--- src/rtl/serial_adder_ctrl_pkg.sv ---
// Shared definitions for the bit-serial adder controller: state encodings
// and the default operand width.
package serial_adder_ctrl_pkg;

  localparam int DEFAULT_WIDTH = 8;

  typedef enum logic [1:0] {
    ST_IDLE = 2'd0,
    ST_RUN  = 2'd1,
    ST_DONE = 2'd2
  } state_t;

endpackage

--- src/rtl/fulladder.sv ---
// Existing 1-bit full-adder cell, purely combinational.
module fulladder (
  input  logic A,
  input  logic B,
  input  logic Cin,
  output logic S,
  output logic Cout
);

  assign S    = A ^ B ^ Cin;
  assign Cout = (A & B) | (Cin & (A ^ B));

endmodule

--- src/rtl/serial_adder_ctrl.sv ---
// Bit-serial adder controller: captures operands on start, feeds LSB-first
// bit pairs through one full-adder cell over WIDTH cycles, recirculating the
// carry in a flop, and presents {cout, sum} with a one-cycle done pulse.
// Optional macro SERIAL_ADDER_SUB_EN adds a 'sub' input selecting a - b.
module serial_adder_ctrl
  import serial_adder_ctrl_pkg::*;
#(
  parameter int WIDTH = DEFAULT_WIDTH
) (
  input  logic             clk,
  input  logic             rst,
  input  logic             start,
  input  logic [WIDTH-1:0] a,
  input  logic [WIDTH-1:0] b,
  input  logic             cin,
`ifdef SERIAL_ADDER_SUB_EN
  input  logic             sub,
`endif
  output logic             busy,
  output logic             done,
  output logic [WIDTH-1:0] sum,
  output logic             cout
);

  localparam int                 CNT_W    = (WIDTH > 1) ? $clog2(WIDTH) : 1;
  localparam logic [CNT_W-1:0]   LAST_CNT = CNT_W'(WIDTH - 1);

  state_t             state, state_next;
  logic [WIDTH-1:0]   a_sr, b_sr, sum_sr;
  logic [CNT_W-1:0]   cnt;
  logic               carry;
  logic               load, last;
  logic               fa_s, fa_cout;
  logic [WIDTH-1:0]   b_load;
  logic               carry_load;

`ifdef SERIAL_ADDER_SUB_EN
  // Subtraction is a + ~b + 1; cout=1 then means no borrow.
  assign b_load     = sub ? ~b : b;
  assign carry_load = sub ? 1'b1 : cin;
`else
  assign b_load     = b;
  assign carry_load = cin;
`endif

  fulladder u_fa (
    .A    (a_sr[0]),
    .B    (b_sr[0]),
    .Cin  (carry),
    .S    (fa_s),
    .Cout (fa_cout)
  );

  // State register.
  // NOTE: sequential state uses non-blocking assignments so every flop
  // samples pre-edge values regardless of statement order.
  always_ff @(posedge clk or posedge rst) begin
    if (rst) state <= ST_IDLE;
    else     state <= state_next;
  end

  // Next-state decode plus the load/last strobes used by the datapath.
  // NOTE: every output of this block gets a default first so no path leaves
  // a signal unassigned, which would otherwise infer a latch.
  always_comb begin
    state_next = state;
    load       = 1'b0;
    last       = 1'b0;
    case (state)
      ST_IDLE: begin
        if (start) begin
          load       = 1'b1;
          state_next = ST_RUN;
        end
      end
      ST_RUN: begin
        if (cnt == LAST_CNT) begin
          last       = 1'b1;
          state_next = ST_DONE;
        end
      end
      ST_DONE: begin
        if (start) begin
          load       = 1'b1;
          state_next = ST_RUN;
        end else begin
          state_next = ST_IDLE;
        end
      end
      default: state_next = ST_IDLE;
    endcase
  end

  // Datapath: operand capture, serial shift, carry recirculation, result.
  always_ff @(posedge clk or posedge rst) begin
    if (rst) begin
      a_sr   <= '0;
      b_sr   <= '0;
      sum_sr <= '0;
      cnt    <= '0;
      carry  <= 1'b0;
      sum    <= '0;
      cout   <= 1'b0;
    end else if (load) begin
      a_sr   <= a;
      b_sr   <= b_load;
      carry  <= carry_load;
      cnt    <= '0;
      sum_sr <= '0;
    end else if (state == ST_RUN) begin
      a_sr   <= {1'b0, a_sr[WIDTH-1:1]};
      b_sr   <= {1'b0, b_sr[WIDTH-1:1]};
      sum_sr <= {fa_s, sum_sr[WIDTH-1:1]};
      carry  <= fa_cout;
      if (last) begin
        // Counter returns to zero rather than stepping past WIDTH-1.
        cnt  <= '0;
        sum  <= {fa_s, sum_sr[WIDTH-1:1]};
        cout <= fa_cout;
      end else begin
        cnt  <= cnt + 1'b1;
      end
    end
  end

  // Status flags decode the registered state, so they never overlap.
  assign busy = (state == ST_RUN);
  assign done = (state == ST_DONE);

endmodule
--- config.mk ---
export PLATFORM = sky130hd
export DESIGN_NAME = serial_adder_ctrl
export DESIGN_NICKNAME = d
export VERILOG_FILES = /design/src/rtl/serial_adder_ctrl_pkg.sv /design/src/rtl/fulladder.sv /design/src/rtl/serial_adder_ctrl.sv
export SDC_FILE = /design/constraint.sdc
export NUM_CORES = 1
export LEC_CHECK = 0
export BUFFER_PORTS_ARGS = -buffer_cell sky130_fd_sc_hd__buf_2
export CAP_MARGIN = 20
export CORE_ASPECT_RATIO = 1.25
export CORE_UTILIZATION = 45
export DETAILED_ROUTE_END_ITERATION = 10
export GPL_TIMING_DRIVEN = 0
export HOLD_SLACK_MARGIN = 0.05
export PLACE_DENSITY = 0.66
export SLEW_MARGIN = 20
export SYNTH_ARGS = -nofsm -noshare
export SYNTH_HDL_FRONTEND = slang
export SYNTH_SLANG_ARGS = --single-unit
--- constraint.sdc ---
create_clock -name clk -period 4.2 [get_ports clk]
set_input_delay 0.63 -clock clk [delete_from_list [all_inputs] [get_ports clk]]
set_output_delay 0.63 -clock clk [all_outputs]
set_load 0.05 [all_outputs]
==> results_dict.tcl, run 1 <==
set metrics [dict create \
    die_area_um2 4400 \
    gp_congestion 0.709 \
    pin_count 31 \
    grt_max_degree 26 \
    cts-root-buf "clkbuf_8" \
    final_cell_mix "dfrtp_1, buf_2, inv_1" \
    ctsHoldBuffers 0 \
    max_freq_mhz 476 \
    crit_fanout 10 \
    max-vdd-ir-drop_v 0.000395 \
    p_sw_mw 0.698 \
    die-width_um 59.6 \
    yosys_warnings 0 \
    synth_top_cell_by_area "dfrtp_1" \
    setup_viol 0 \
    powerDensity_nw_per_um2 813 \
    clock_path_buffers 2 \
    crit_type "register to primary output" \
    cts_tree "built" \
    seq_area_um2 951 \
    comb_power_share_pct 44.7 \
    cts_setup_buffers 0 \
    syn_avg_cell_area_um2 11.8 \
    yosysUniqueCellTypes 24 \
    hold_viol 0 \
    maxSlewViolCount 0 \
    vias 1289 \
    finalNetCount 219 \
    gr-usage-all-layers_pct 18.4 \
    insertion_delay_ns 0.30 \
    drt_iter0_markers 31 \
    area_growth_pct 20.1 \
    antennaDiodeCount 0 \
    period_needed_ns 2.10 \
    postSynthNetCount 181 \
    cts_made_buffers 5 \
    drc_errors 0 \
    syn-cell-area_um2 1860 \
    drive_above_1_share_pct 42.1 \
    first_pass_iters 4 \
    ant_nets 0 \
    min_period_over_period_pct 50.0 \
    synth.area.top_cells "dfrtp_1, mux2_4, mux2_2, a21oi_2, o22ai_1" \
    portBuffers 30 \
    rows 25 \
    start_util_pct 48.0 \
    die_height_um 73.9 \
    drv_cap 0 \
    grt_pass1_vias 1396 \
    rsz0062_at_grt "false" \
    path_clk_slew_ns 0.08 \
    status "finished, final reports clean" \
    arrival_ns 1.47 \
    post_drt_wl_per_cell_um 13.9 \
    htree_levels 2 \
    multi_input_area_um2 778 \
    setup.worst_path.end_class "primary output" \
    holdWs_ns 0.274 \
    internal-power_mw 1.12 \
    setup_tns_ns 0 \
    grt_overflow 0 \
    relSlewSlack_pct 78.7 \
    nFillCells 350 \
    netSwitchingFraction_pct 38.3 \
    hp-class "input pin to async pin" \
    grt_pass1_wl_um 6000 \
    worst_pin_slew_ns 0.319 \
    synth_seq_cells 38 \
    dp_hpwl_um 2540 \
    core-area_um2 3880 \
    ctsResizeCount 0 \
    seq_power_share_pct 34.9 \
    fin_skew_ns 0.00812 \
    wirelength_um 3500 \
    final_common_cell "dfrtp_1" \
    leakagePower_nw 1.10 \
    synth_top_area_share_pct 51.0 \
    clkPwrFrac_pct 20.4 \
    cp.required_ns 3.57 \
    clock_sinks 38 \
    routed_via_density 5.14 \
    antenna_found_initial 0 \
    seq_area_frac_synth_pct 51.0 \
    syn-instance-count 158 \
    critPathLaunchType "register" \
]
-- power groups by stage --
stage	Clock (mW)	Combinational, mW	Sequential (mW)
after floorplan	0	0.557	0.733
after global placement	0	0.788	0.631
after detailed placement	0	0.820	0.643
after CTS	0.379	0.823	0.636
after global routing	0.397	0.887	0.656
final	0.372	0.813	0.635
-- flip-flops by register name, indices dropped and copies added, names as in the netlist --
| name | flops |
|---|---|
| carry | 1 |
| cout | 1 |
| a_sr | 8 |
| b_sr | 8 |
| state | 2 |
| sum | 8 |
| sum_sr | 7 |
| cnt | 3 |
-- final cells by class --
| cell class | count | share of cell area (%) |
|---|---|---|
| Clock buffer | 5 | 3.07 |
| Sequential cell | 38 | 42.5 |
| Inverter | 16 | 2.91 |
| Clock inverter | 3 | 3.07 |
| Timing Repair Buffer | 31 | 7.60 |
| Multi-Input combinational cell | 94 | 34.8 |
| Buffer | 10 | 3.07 |
| Tap cell | 54 | 3.02 |
-- metal layers --
layer | routed length [um] | global-route usage [%] | vias to the layer above
li1 | - | - | 620
met4 | 49 | 7.24 | 0
met1 | 1480 | 20.4 | 635
met5 | 0 | 0 | -
met3 | 140 | 5.74 | 6
met2 | 1830 | 32.6 | 28
-- final timing paths --
check                         start      end  slack, ns  cells past startpoint
min in group clk             sum[3]   sum[3]       0.51                      1
max in group asynchronous       rst  a_sr[1]       3.49                      3
min reg2reg                  sum[3]   sum[3]       0.51                      1
max reg2reg                  cnt[0]   cnt[0]       2.69                      5
max                        state[0]     done       2.10                      4
min                             rst     cout       0.27                      2
-- worst max-delay path, cell delays in order, from the launching register on --
cell and delay, ns:
dfrtp_1 0.40, buf_2 0.18, buf_2 0.19, nor2b_1 0.13, buf_2 0.27
-- Yosys cell counts (all sizes together) --
library cell	count
a21oi	15
mux2	18
buf	10
and2	1
a211oi	2
a22o	4
o22ai	13
o21ai	10
mux2i	4
nand3	2
ha	2
nor2b	3
inv	15
clkinv	1
nand2	8
nand2b	9
nor2	2
dfrtp	38
fa	1
-- stage by stage --
step	utilization, %	power [mW]	cells	worst slack (ns)	cell area, um2
3_5_place_dp	54.2	1.46	243	2.41	2100
5_1_grt	57.7	1.94	251	2.01	2240
6_report	57.7	1.82	251	2.10	2240
2_1_floorplan	-	1.29	158	2.16	1860
3_3_place_gp	53.6	1.42	242	2.20	2080
4_1_cts	57.7	1.84	251	2.08	2240
-- kinds of logic after synthesis --
family / share of synthesized area [%]
flops: 51.0
simple gates: 8.73
compound gates: 15.8
fa+ha+maj: 2.42
mux: 14.8
buf+inv: 7.19
(Power assumes the default switching activity.)
==> run 2: changes to the inputs <==
==> constraint.sdc (replaced) <==
create_clock -name clk -period 2.1 [get_ports clk]
set_input_delay 0.315 -clock clk [delete_from_list [all_inputs] [get_ports clk]]
set_output_delay 0.315 -clock clk [all_outputs]
set_load 0.05 [all_outputs]
==> results_dict.tcl, run 2 (same netlist as run 1, synthesis figures left out) <==
set metrics [dict create \
    status "finished, final reports clean" \
    dp_hpwl_um 2540 \
    clock_sinks 38 \
    arrival_ns 1.47 \
    powerDensity_nw_per_um2 1620 \
    crit_top_cell "buf_2" \
    die_area_um2 4400 \
    reg2reg_slack_ns 0.59 \
    crit_fanout 10 \
    antenna_found_initial 0 \
    seq_power_share_pct 34.9 \
    r2r-start "cnt[0]" \
    holdWs_ns 0.307 \
    antennaDiodeCount 0 \
    die_height_um 73.9 \
    reg2reg_depth 5 \
    p_sw_mw 1.40 \
    finalNetCount 220 \
    core-area_um2 3880 \
    startpoint "state[0]" \
    critPathSlowestCell "dfrtp_1" \
    rows 25 \
    htree_levels 2 \
    start_util_pct 48.0 \
    crit_end "done" \
    grt_max_degree 26 \
    ctsResizeCount 0 \
    crit_type "register to primary output" \
    max-vdd-ir-drop_v 0.000791 \
    rsz0062_at_grt "false" \
    hold_viol 0 \
    first_pass_iters 4 \
    pin_count 31 \
    final_common_cell "dfrtp_1" \
    r2r_end "cnt[0]" \
    final_area_um2 2250 \
    placed_area_um2 2100 \
    cp.required_ns 1.78 \
    drc_errors 0 \
    grt_pass1_wl_um 6000 \
    drive_above_1_share_pct 41.9 \
    die-width_um 59.6 \
    clkPwrFrac_pct 20.4 \
    post_drt_wl_per_cell_um 13.9 \
    max_freq_mhz 560 \
    path_clk_slew_ns 0.07 \
    relSlewSlack_pct 78.7 \
    critPathLaunchType "register" \
    final_cell_mix "dfrtp_1, buf_2, inv_1" \
    drv_cap 0 \
    grt_overflow 0 \
    routed_via_density 5.15 \
    internal-power_mw 2.24 \
    min_period_over_period_pct 85.1 \
    path_depth 4 \
    gr-usage-all-layers_pct 18.4 \
    grt_pass1_vias 1398 \
    p_total_mw 3.64 \
    area_growth_pct 20.7 \
    hp-class "input pin to register" \
    insertion_delay_ns 0.30 \
    portBuffers 30 \
    cts_tree "built" \
    wirelength_um 3510 \
    cts_made_buffers 5 \
    netSwitchingFraction_pct 38.4 \
    comb_power_share_pct 44.7 \
    maxSlewViolCount 0 \
    clock_path_buffers 2 \
    max_stage_delay_ns 0.40 \
    setup.worst_path.end_class "primary output" \
    drt_iter0_markers 39 \
    ant_nets 0 \
    final_cells 252 \
    path_delay_family "buffers and inverters" \
    leakagePower_nw 1.10 \
    vias 1297 \
    period_needed_ns 1.79 \
    largestRegisters "a_sr (8), b_sr (8), sum (8)" \
    gp_congestion 0.709 \
    worst_pin_slew_ns 0.319 \
    path_buf_inv 3 \
    cts-root-buf "clkbuf_8" \
    setup_tns_ns 0 \
    cp_cell_sequence "buf_2, buf_2, nor2b_1, buf_2" \
    fin_skew_ns 0.00759 \
    placed_cells 243 \
    setup_viol 0 \
]
[run 2: layout make-up]
cell class / count / area (um2)
Buffer: 10 / 68.8
Clock inverter: 3 / 68.8
Timing Repair Buffer: 32 / 180
Fill cell: 351 / 1630
Clock buffer: 5 / 68.8
Tap cell: 54 / 67.6
Sequential cell: 38 / 951
Inverter: 16 / 65.1
Multi-Input combinational cell: 94 / 778
[run 2: through the flow]
step                      setup WS [ns]  util, %
after floorplan                   0.377        -
after global placement            0.418     53.6
after detailed placement          0.587     54.2
after CTS                         0.296     58.0
after global routing              0.229     58.0
final                             0.313     58.0
[run 2: worst register-to-register path, delay by kind of cell, from the launching register on]
kind,cells,cell delay [ns]
AND/OR/NAND/NOR,1,0.10
flip-flops,1,0.40
AO/OA/AOI/OAI,1,0.17
adder cells (fa/ha/maj),2,0.46
multiplexers,1,0.28
[run 2: timing repair]
item,CTS,global route
setup buffers,0,0
hold buffers,1,0
endpoints found under the hold margin,13,0
[run 2: worst min-delay path by stage]
stage               cells after the start     from  slack [ns]       to
finish                                  3     b[1]        0.31  b_sr[1]
global route                            3     a[3]        0.32  a_sr[3]
CTS                                     3     b[1]        0.31  b_sr[1]
detailed placement                      2      rst        0.29     cout
global placement                        1   sum[2]        0.49   sum[2]
floorplan                               2  a_sr[4]        0.49  a_sr[4]
[run 2: routing by layer]
layer / up-vias / routed length (um) / track usage [%] / part of all wire (%)
met3: 6 / 134 / 5.74 / 3.8
met5: - / 0 / 0 / 0
li1: 622 / - / - / -
met4: 0 / 49 / 7.24 / 1.4
met1: 643 / 1490 / 20.4 / 43
met2: 26 / 1830 / 32.6 / 52
[run 2: power groups by stage]
stage	Combinational (mW)	Clock (mW)	Sequential, mW
after floorplan	1.11	0	1.47
after global placement	1.58	0	1.26
after detailed placement	1.64	0	1.29
after CTS	1.65	0.758	1.27
after global routing	1.78	0.795	1.31
final	1.63	0.744	1.27
